==> src/rtl/multicycle_pkg.sv <==
// Shared types and encodings for the multicycle CPU controller.
// The MULTICYCLE_ILLEGAL_TRAP_EN build routes illegal opcodes to HALT.
package multicycle_pkg;

  typedef enum logic [3:0] {
    FETCH     = 4'd0,
    DECODE    = 4'd1,
    MEM_ADDR  = 4'd2,
    MEM_READ  = 4'd3,
    MEM_WB    = 4'd4,
    MEM_WRITE = 4'd5,
    EXEC_R    = 4'd6,
    WB_R      = 4'd7,
    EXEC_I    = 4'd8,
    WB_I      = 4'd9,
    BRANCH    = 4'd10,
    JUMP      = 4'd11,
    JAL       = 4'd12,
    JR        = 4'd13,
    HALT      = 4'd14
  } state_t;

  typedef enum logic [2:0] {
    ALU_ADD  = 3'd0,
    ALU_SUB  = 3'd1,
    ALU_XOR  = 3'd2,
    ALU_SLT  = 3'd3,
    ALU_AND  = 3'd4,
    ALU_NAND = 3'd5,
    ALU_NOR  = 3'd6,
    ALU_OR   = 3'd7
  } aluop_t;

  localparam logic [5:0] OP_RTYPE = 6'h00;
  localparam logic [5:0] OP_J     = 6'h02;
  localparam logic [5:0] OP_JAL   = 6'h03;
  localparam logic [5:0] OP_BEQ   = 6'h04;
  localparam logic [5:0] OP_BNE   = 6'h05;
  localparam logic [5:0] OP_ADDI  = 6'h08;
  localparam logic [5:0] OP_XORI  = 6'h0E;
  localparam logic [5:0] OP_LW    = 6'h23;
  localparam logic [5:0] OP_SW    = 6'h2B;

  localparam logic [5:0] F_JR  = 6'h08;
  localparam logic [5:0] F_ADD = 6'h20;
  localparam logic [5:0] F_SUB = 6'h22;
  localparam logic [5:0] F_AND = 6'h24;
  localparam logic [5:0] F_OR  = 6'h25;
  localparam logic [5:0] F_XOR = 6'h26;
  localparam logic [5:0] F_NOR = 6'h27;
  localparam logic [5:0] F_SLT = 6'h2A;

  localparam logic [1:0] REGDST_RT = 2'd0;
  localparam logic [1:0] REGDST_RD = 2'd1;
  localparam logic [1:0] REGDST_RA = 2'd2;

  localparam logic [1:0] MEMTOREG_ALUOUT = 2'd0;
  localparam logic [1:0] MEMTOREG_MDR    = 2'd1;
  localparam logic [1:0] MEMTOREG_PC     = 2'd2;

  localparam logic [1:0] SRCB_REGB  = 2'd0;
  localparam logic [1:0] SRCB_FOUR  = 2'd1;
  localparam logic [1:0] SRCB_IMM   = 2'd2;
  localparam logic [1:0] SRCB_IMMSH = 2'd3;

  localparam logic [1:0] PCSRC_ALU    = 2'd0;
  localparam logic [1:0] PCSRC_ALUOUT = 2'd1;
  localparam logic [1:0] PCSRC_JUMP   = 2'd2;
  localparam logic [1:0] PCSRC_REGA   = 2'd3;

  function automatic logic legal_opcode(input logic [5:0] op);
    case (op)
      OP_RTYPE, OP_J, OP_JAL, OP_BEQ, OP_BNE,
      OP_ADDI, OP_XORI, OP_LW, OP_SW: legal_opcode = 1'b1;
      default:                        legal_opcode = 1'b0;
    endcase
  endfunction

endpackage

==> src/rtl/multicycle_alu_decode.sv <==
// Combinational ALU command select from (state, opcode, funct).
// Shared with the ALU testbench; ADD unless the state needs otherwise.
module multicycle_alu_decode
  import multicycle_pkg::*;
(
  input  state_t     state,
  input  logic [5:0] opcode,
  input  logic [5:0] funct,
  output aluop_t     aluop
);

  always_comb begin
    aluop = ALU_ADD;
    case (state)
      EXEC_R: begin
        case (funct)
          F_SUB:   aluop = ALU_SUB;
          F_SLT:   aluop = ALU_SLT;
          F_AND:   aluop = ALU_AND;
          F_OR:    aluop = ALU_OR;
          F_XOR:   aluop = ALU_XOR;
          F_NOR:   aluop = ALU_NOR;
          default: aluop = ALU_ADD;
        endcase
      end
      EXEC_I:  aluop = (opcode == OP_XORI) ? ALU_XOR : ALU_ADD;
      BRANCH:  aluop = ALU_SUB;
      default: aluop = ALU_ADD;
    endcase
  end

endmodule

==> src/rtl/multicycle_control_fsm.sv <==
// Multicycle CPU sequencing controller: Moore-decoded datapath controls.
// Define MULTICYCLE_ILLEGAL_TRAP_EN to halt on illegal opcodes (else NOP).
module multicycle_control_fsm
  import multicycle_pkg::*;
#(
  parameter int unsigned MEM_LATENCY = 1
) (
  input  logic       clk,
  input  logic       reset,
  input  logic [5:0] opcode,
  input  logic [5:0] funct,
  input  logic       zero,
  output logic       PCWrite,
  output logic       PCWriteCond,
  output logic       IorD,
  output logic       MemWrite,
  output logic       IRWrite,
  output logic       RegWrite,
  output logic [1:0] RegDst,
  output logic [1:0] MemToReg,
  output logic       ALUSrcA,
  output logic [1:0] ALUSrcB,
  output logic [2:0] ALUop,
  output logic [1:0] PCSrc,
  output logic [3:0] state,
  output logic       instr_done
);

  localparam logic [3:0] CNT_RELOAD = 4'(MEM_LATENCY - 1);

  state_t     cur, nxt;
  logic [3:0] cnt, cnt_nxt;
  logic       mem_last;
  aluop_t     alu_cmd;

  always_ff @(posedge clk) begin
    if (reset) begin
      cur <= FETCH;
      cnt <= CNT_RELOAD;
    end else begin
      cur <= nxt;
      cnt <= cnt_nxt;
    end
  end

  assign mem_last = (cnt == '0);
  assign state    = cur;

  multicycle_alu_decode u_alu_decode (
    .state  (cur),
    .opcode (opcode),
    .funct  (funct),
    .aluop  (alu_cmd)
  );

  always_comb begin
    nxt     = FETCH;
    cnt_nxt = cnt;
    case (cur)
      FETCH: nxt = DECODE;
      DECODE: begin
        case (opcode)
          OP_LW, OP_SW:     nxt = MEM_ADDR;
          OP_RTYPE:         nxt = (funct == F_JR) ? JR : EXEC_R;
          OP_ADDI, OP_XORI: nxt = EXEC_I;
          OP_BEQ, OP_BNE:   nxt = BRANCH;
          OP_J:             nxt = JUMP;
          OP_JAL:           nxt = JAL;
`ifdef MULTICYCLE_ILLEGAL_TRAP_EN
          default:          nxt = HALT;
`else
          default:          nxt = FETCH;
`endif
        endcase
      end
      MEM_ADDR: nxt = (opcode == OP_SW) ? MEM_WRITE : MEM_READ;
      // Both memory states share one down-counter, reloaded on exit.
      MEM_READ, MEM_WRITE: begin
        if (mem_last) begin
          nxt     = (cur == MEM_READ) ? MEM_WB : FETCH;
          cnt_nxt = CNT_RELOAD;
        end else begin
          nxt     = cur;
          cnt_nxt = cnt - 4'd1;
        end
      end
      EXEC_R: nxt = WB_R;
      EXEC_I: nxt = WB_I;
`ifdef MULTICYCLE_ILLEGAL_TRAP_EN
      HALT:   nxt = HALT;
`endif
      default: nxt = FETCH;
    endcase
  end

  always_comb begin
    PCWrite     = 1'b0;
    PCWriteCond = 1'b0;
    IorD        = 1'b0;
    MemWrite    = 1'b0;
    IRWrite     = 1'b0;
    RegWrite    = 1'b0;
    RegDst      = REGDST_RT;
    MemToReg    = MEMTOREG_ALUOUT;
    ALUSrcA     = 1'b0;
    ALUSrcB     = SRCB_REGB;
    ALUop       = ALU_ADD;
    PCSrc       = PCSRC_ALU;
    instr_done  = 1'b0;
    if (!reset) begin
      ALUop = alu_cmd;
      case (cur)
        FETCH: begin
          IRWrite = 1'b1;
          ALUSrcB = SRCB_FOUR;
          PCWrite = 1'b1;
        end
        DECODE: begin
          ALUSrcB    = SRCB_IMMSH;
          instr_done = !legal_opcode(opcode);
`ifdef MULTICYCLE_ILLEGAL_TRAP_EN
          instr_done = 1'b0;
`endif
        end
        MEM_ADDR: begin
          ALUSrcA = 1'b1;
          ALUSrcB = SRCB_IMM;
        end
        MEM_READ: IorD = 1'b1;
        MEM_WRITE: begin
          IorD       = 1'b1;
          MemWrite   = 1'b1;
          instr_done = mem_last;
        end
        MEM_WB: begin
          MemToReg   = MEMTOREG_MDR;
          RegWrite   = 1'b1;
          instr_done = 1'b1;
        end
        EXEC_R: ALUSrcA = 1'b1;
        WB_R: begin
          RegDst     = REGDST_RD;
          RegWrite   = 1'b1;
          instr_done = 1'b1;
        end
        EXEC_I: begin
          ALUSrcA = 1'b1;
          ALUSrcB = SRCB_IMM;
        end
        WB_I: begin
          RegWrite   = 1'b1;
          instr_done = 1'b1;
        end
        // Only the PC-load qualifier looks at zero combinationally.
        BRANCH: begin
          ALUSrcA     = 1'b1;
          PCSrc       = PCSRC_ALUOUT;
          PCWriteCond = ((opcode == OP_BEQ) && zero) || ((opcode == OP_BNE) && !zero);
          instr_done  = 1'b1;
        end
        JUMP: begin
          PCSrc      = PCSRC_JUMP;
          PCWrite    = 1'b1;
          instr_done = 1'b1;
        end
        JAL: begin
          PCSrc      = PCSRC_JUMP;
          PCWrite    = 1'b1;
          RegDst     = REGDST_RA;
          MemToReg   = MEMTOREG_PC;
          RegWrite   = 1'b1;
          instr_done = 1'b1;
        end
        JR: begin
          PCSrc      = PCSRC_REGA;
          PCWrite    = 1'b1;
          instr_done = 1'b1;
        end
        default: ;
      endcase
    end
  end

endmodule

==> config.mk <==
export PLATFORM = sky130hd
export DESIGN_NAME = multicycle_control_fsm
export DESIGN_NICKNAME = d
export VERILOG_FILES = /design/src/rtl/multicycle_pkg.sv /design/src/rtl/multicycle_alu_decode.sv /design/src/rtl/multicycle_control_fsm.sv
export SDC_FILE = /design/constraint.sdc
export NUM_CORES = 1
export LEC_CHECK = 0
export ABC_AREA = 1
export CORE_UTILIZATION = 42
export CTS_CLUSTER_DIAMETER = 30
export DETAILED_ROUTE_END_ITERATION = 10
export GPL_TIMING_DRIVEN = 0
export PLACE_DENSITY = 0.9
export SLEW_MARGIN = 20
export SYNTH_ARGS = -nofsm -noshare
export SYNTH_HDL_FRONTEND = slang
export SYNTH_SLANG_ARGS = --single-unit
==> constraint.sdc <==
create_clock -name clk -period 1.7 [get_ports clk]
set_input_delay 0.17 -clock clk [delete_from_list [all_inputs] [get_ports clk]]
set_output_delay 0.17 -clock clk [all_outputs]
set_load 0.05 [all_outputs]
==> summary.md <==
| Metric | Value |
|---|---|
| Slew margin rel. | between 60% and 70% |
| Initial DRC Count | 56 |
| Sequential power share | a little under a third |
| Core Area | between 1500 and 2000 um^2 |
| R2R depth | 9 |
| Highest clock rate | around 0.55 GHz |
| Flop2flop setup slack | between 200 and 300 ps |
| Routed Wire Length | 3130 um |
| WP data required | roughly 1500 ps |
| Placer's final routability congestion estimate | just under 0.9 |
| R2R Path End | cnt[2] |
| Final hold slack | approximately 380 ps |
| RSZ-0062 raised after global routing | true |
| Net load switching power | 257 uW |
| Total power | around 630 uW |
| Cell Area, Synth | 900 um^2 |
| H-Tree Depth | 1 |
| Die ar. | between 2000 and 2500 um^2 |
| Slew @ Worst Pin | roughly 550 ps |
| Final number of setup-violating endpoints | 8 |
| Die height | a little under 50 um |
| Commonest non-fill, non-tap cell in the layout | nand2_1 |
| Fillers | ~150 |
| Post-detail-place hpwl | around 2100 um |
| Hold Vio Cnt, Final | 0 |
| Distinct cells, synth | 24 |
| Critical path capture point | instr_done |
| Die width | ~48 um |
| Vias | ~1300 |
| PortBufs | 36 |
| Worst Hold Depth | 2 |
| Number of global-route vias before repair | roughly 1100 |
| Area Growth Syn to Fin | 68.8% |
| Worst path depth | 6 |
| Clk_skew | around 7 ps |
| DP Worst Slack | -731 ps |
| Total of max-cap violations | 0 |
| Sequential-to-total area share from yosys stat | ~18% |
| Mapped Avg Cell Area | about 5.2 um^2 |
| Crit Path Max Fanout | 6 |
| Cts hold-fix bufs | 0 |
| Critical Path Max Stage Delay | 350 ps |
| Synth Register Bits | 8 |
| Syn Nets | roughly 190 |
| Period utilization | 106% |
| Hold Path Class | input pin to flop |
| Sink Count | 8 |
| WS Path Type | flop to primary output |
| Placed Cells | approximately 240 |
| Worst r2r src | state[2] |
| Grt ovf | 0 |
| Row count | 16 |
| Avg Vias per Cell | 5.40 |
| Status | finished, violations left |
| Routed Antenna Nets | 0 |
| Critical Path Source Type | flop |
| CP startpoint | state[3] |
| Share of cells above drive strength 1 | between 30 and 40% |
| First-pass GRT wire length | ~4600 um |
| Int Power | between 300 and 400 uW |
| Comb pwr share | between 40% and 50% |
| Root Buffer | clkbuf_4 |
| Finished Layout Cells | ~240 |
| PD cells | a little over 400 nW/um^2 |
| Final worst slack | -109 ps |
| CP delay by family, top | simple AND/OR/NAND/NOR gates |
| Synthesized instance count | between 150 and 200 |
| Initial core utilization | between 40 and 50% |
| Clk_lat worst skew | ~250 ps |
| Peak VDD IR | 584 uV |
| Total CTS buffers | 3 |
| CTS tree | done |
| Switching part of the total | about two fifths |
| Clk pwr share | around a quarter |
| WP data arrival | ~1600 ps |
| Crit path time final | 1810 ps |
| Crit end category | primary output |
| Worst-path clk slew | ~60 ps |
| Antenna violations before repair | 0 |
| Pleak | just under 0.8 nW |
| GR Util All Layers | 27.4% |
| Slowest-stage cell, CP | dfxtp_4 |
| Residual DRC | 0 |
| Largest net degree at the start of global routing | 11 |
| Ys Warns | 0 |
| I/O pins | 38 |
| First drt pass iteration count | 4 |
| Clk buf depth | 2 |
| Ant. Diodes | 0 |
| Failing checks | setup timing |
| Nets | around 230 |
| Crit path cell chain | inv_1 > nand2_2 > nor2_4 > nand3_2 > a21oi_4 > buf_6 |
| WL/cell | approximately 13 um |
| Most frequent cells in the layout | nand2_1 (36), nor2_1 (28), inv_1 (24) |
| Final Max Slew Viols | 0 |
| WP buf/inv | 2 |
worst register-to-register path, delay by kind of cell (launching register included):
family	cells	cell delay [ps]
AO/OA/AOI/OAI	1	130
buffers and inverters	2	160
AND/OR/NAND/NOR	6	600
flip-flops	1	440
state kept, by name, indices dropped and copies added, names as in the netlist:
register	flops
cnt	4
state	4
cells by family after synthesis:
group,synth area share [%]
buf+inv,12.1
compound gates,14.7
flops,17.8
simple gates,55.4
power by group through the flow:
| stage | Clock (mW) | Sequential [mW] | Combinational, mW |
|---|---|---|---|
| after floorplan | 0 | 0.212 | 0.145 |
| after global placement | 0 | 0.199 | 0.245 |
| after detailed placement | 0 | 0.200 | 0.248 |
| after CTS | 0.161 | 0.197 | 0.255 |
| after global routing | 0.173 | 0.199 | 0.295 |
| final | 0.154 | 0.199 | 0.276 |
metrics by stage:
step | utilization (%) | TNS (ps) | area [um^2]
2_1_floorplan | - | -106 | 987
3_3_place_gp | 69.7 | -8520 | 1380
3_5_place_dp | 69.7 | -8760 | 1380
4_1_cts | 73.2 | -169 | 1450
5_1_grt | 76.6 | -1320 | 1520
6_report | 76.6 | -434 | 1520
worst min-delay path by stage:
stage | endpoint | slack [ps] | startpoint
after CTS | state[2] | 370 | reset
after global placement | cnt[3] | 450 | cnt[3]
after detailed placement | cnt[3] | 470 | cnt[3]
after global routing | state[2] | 390 | reset
final | state[2] | 380 | reset
after floorplan | cnt[3] | 430 | cnt[3]
routing by layer:
layer  track usage, %  vias up  routed length, um
met5                0        -                  0
met4             9.44        0                 61
met3             4.81       10                251
met2             46.4       83               1510
met1             34.6      580               1310
li1                 -      634                  -
timing repair:
| action | in CTS | in global routing |
|---|---|---|
| pin swaps | 3 | 3 |
| resized for setup | 121 | 36 |
| endpoints found under the setup margin | 19 | 20 |
| setup buffers | 1 | 1 |
cell type report:
class                      instances  area [um^2]  share of cell area [%]
sequential                         8          173                    11.4
tap                               27         33.8                    2.22
clock buffer                       4         26.3                    1.73
timing repair buffer              38          352                    23.1
multi-input combinational        136          825                    54.3
buffer                             2         8.76                   0.577
inverter                          27          101                    6.67
synth_stat cells (all sizes together):
cell type  number  share of area, %
o21ai           8               4.9
nand2b          1              0.70
nand3          18                10
or2             1              0.70
a31oi           1              0.70
nand4           2               1.4
o31ai           1              0.83
dfxtp           8                18
nand2          42                18
nor2           46                23
nor3            2               1.1
buf             1              0.42
o211ai          2               1.7
a211oi          2               2.2
a21oi           8               4.5
and2            1              0.70
inv            27                11
nor4            1              0.70
clkbuf          1              0.42
No activity file was read; power rests on OpenSTA's default activity.
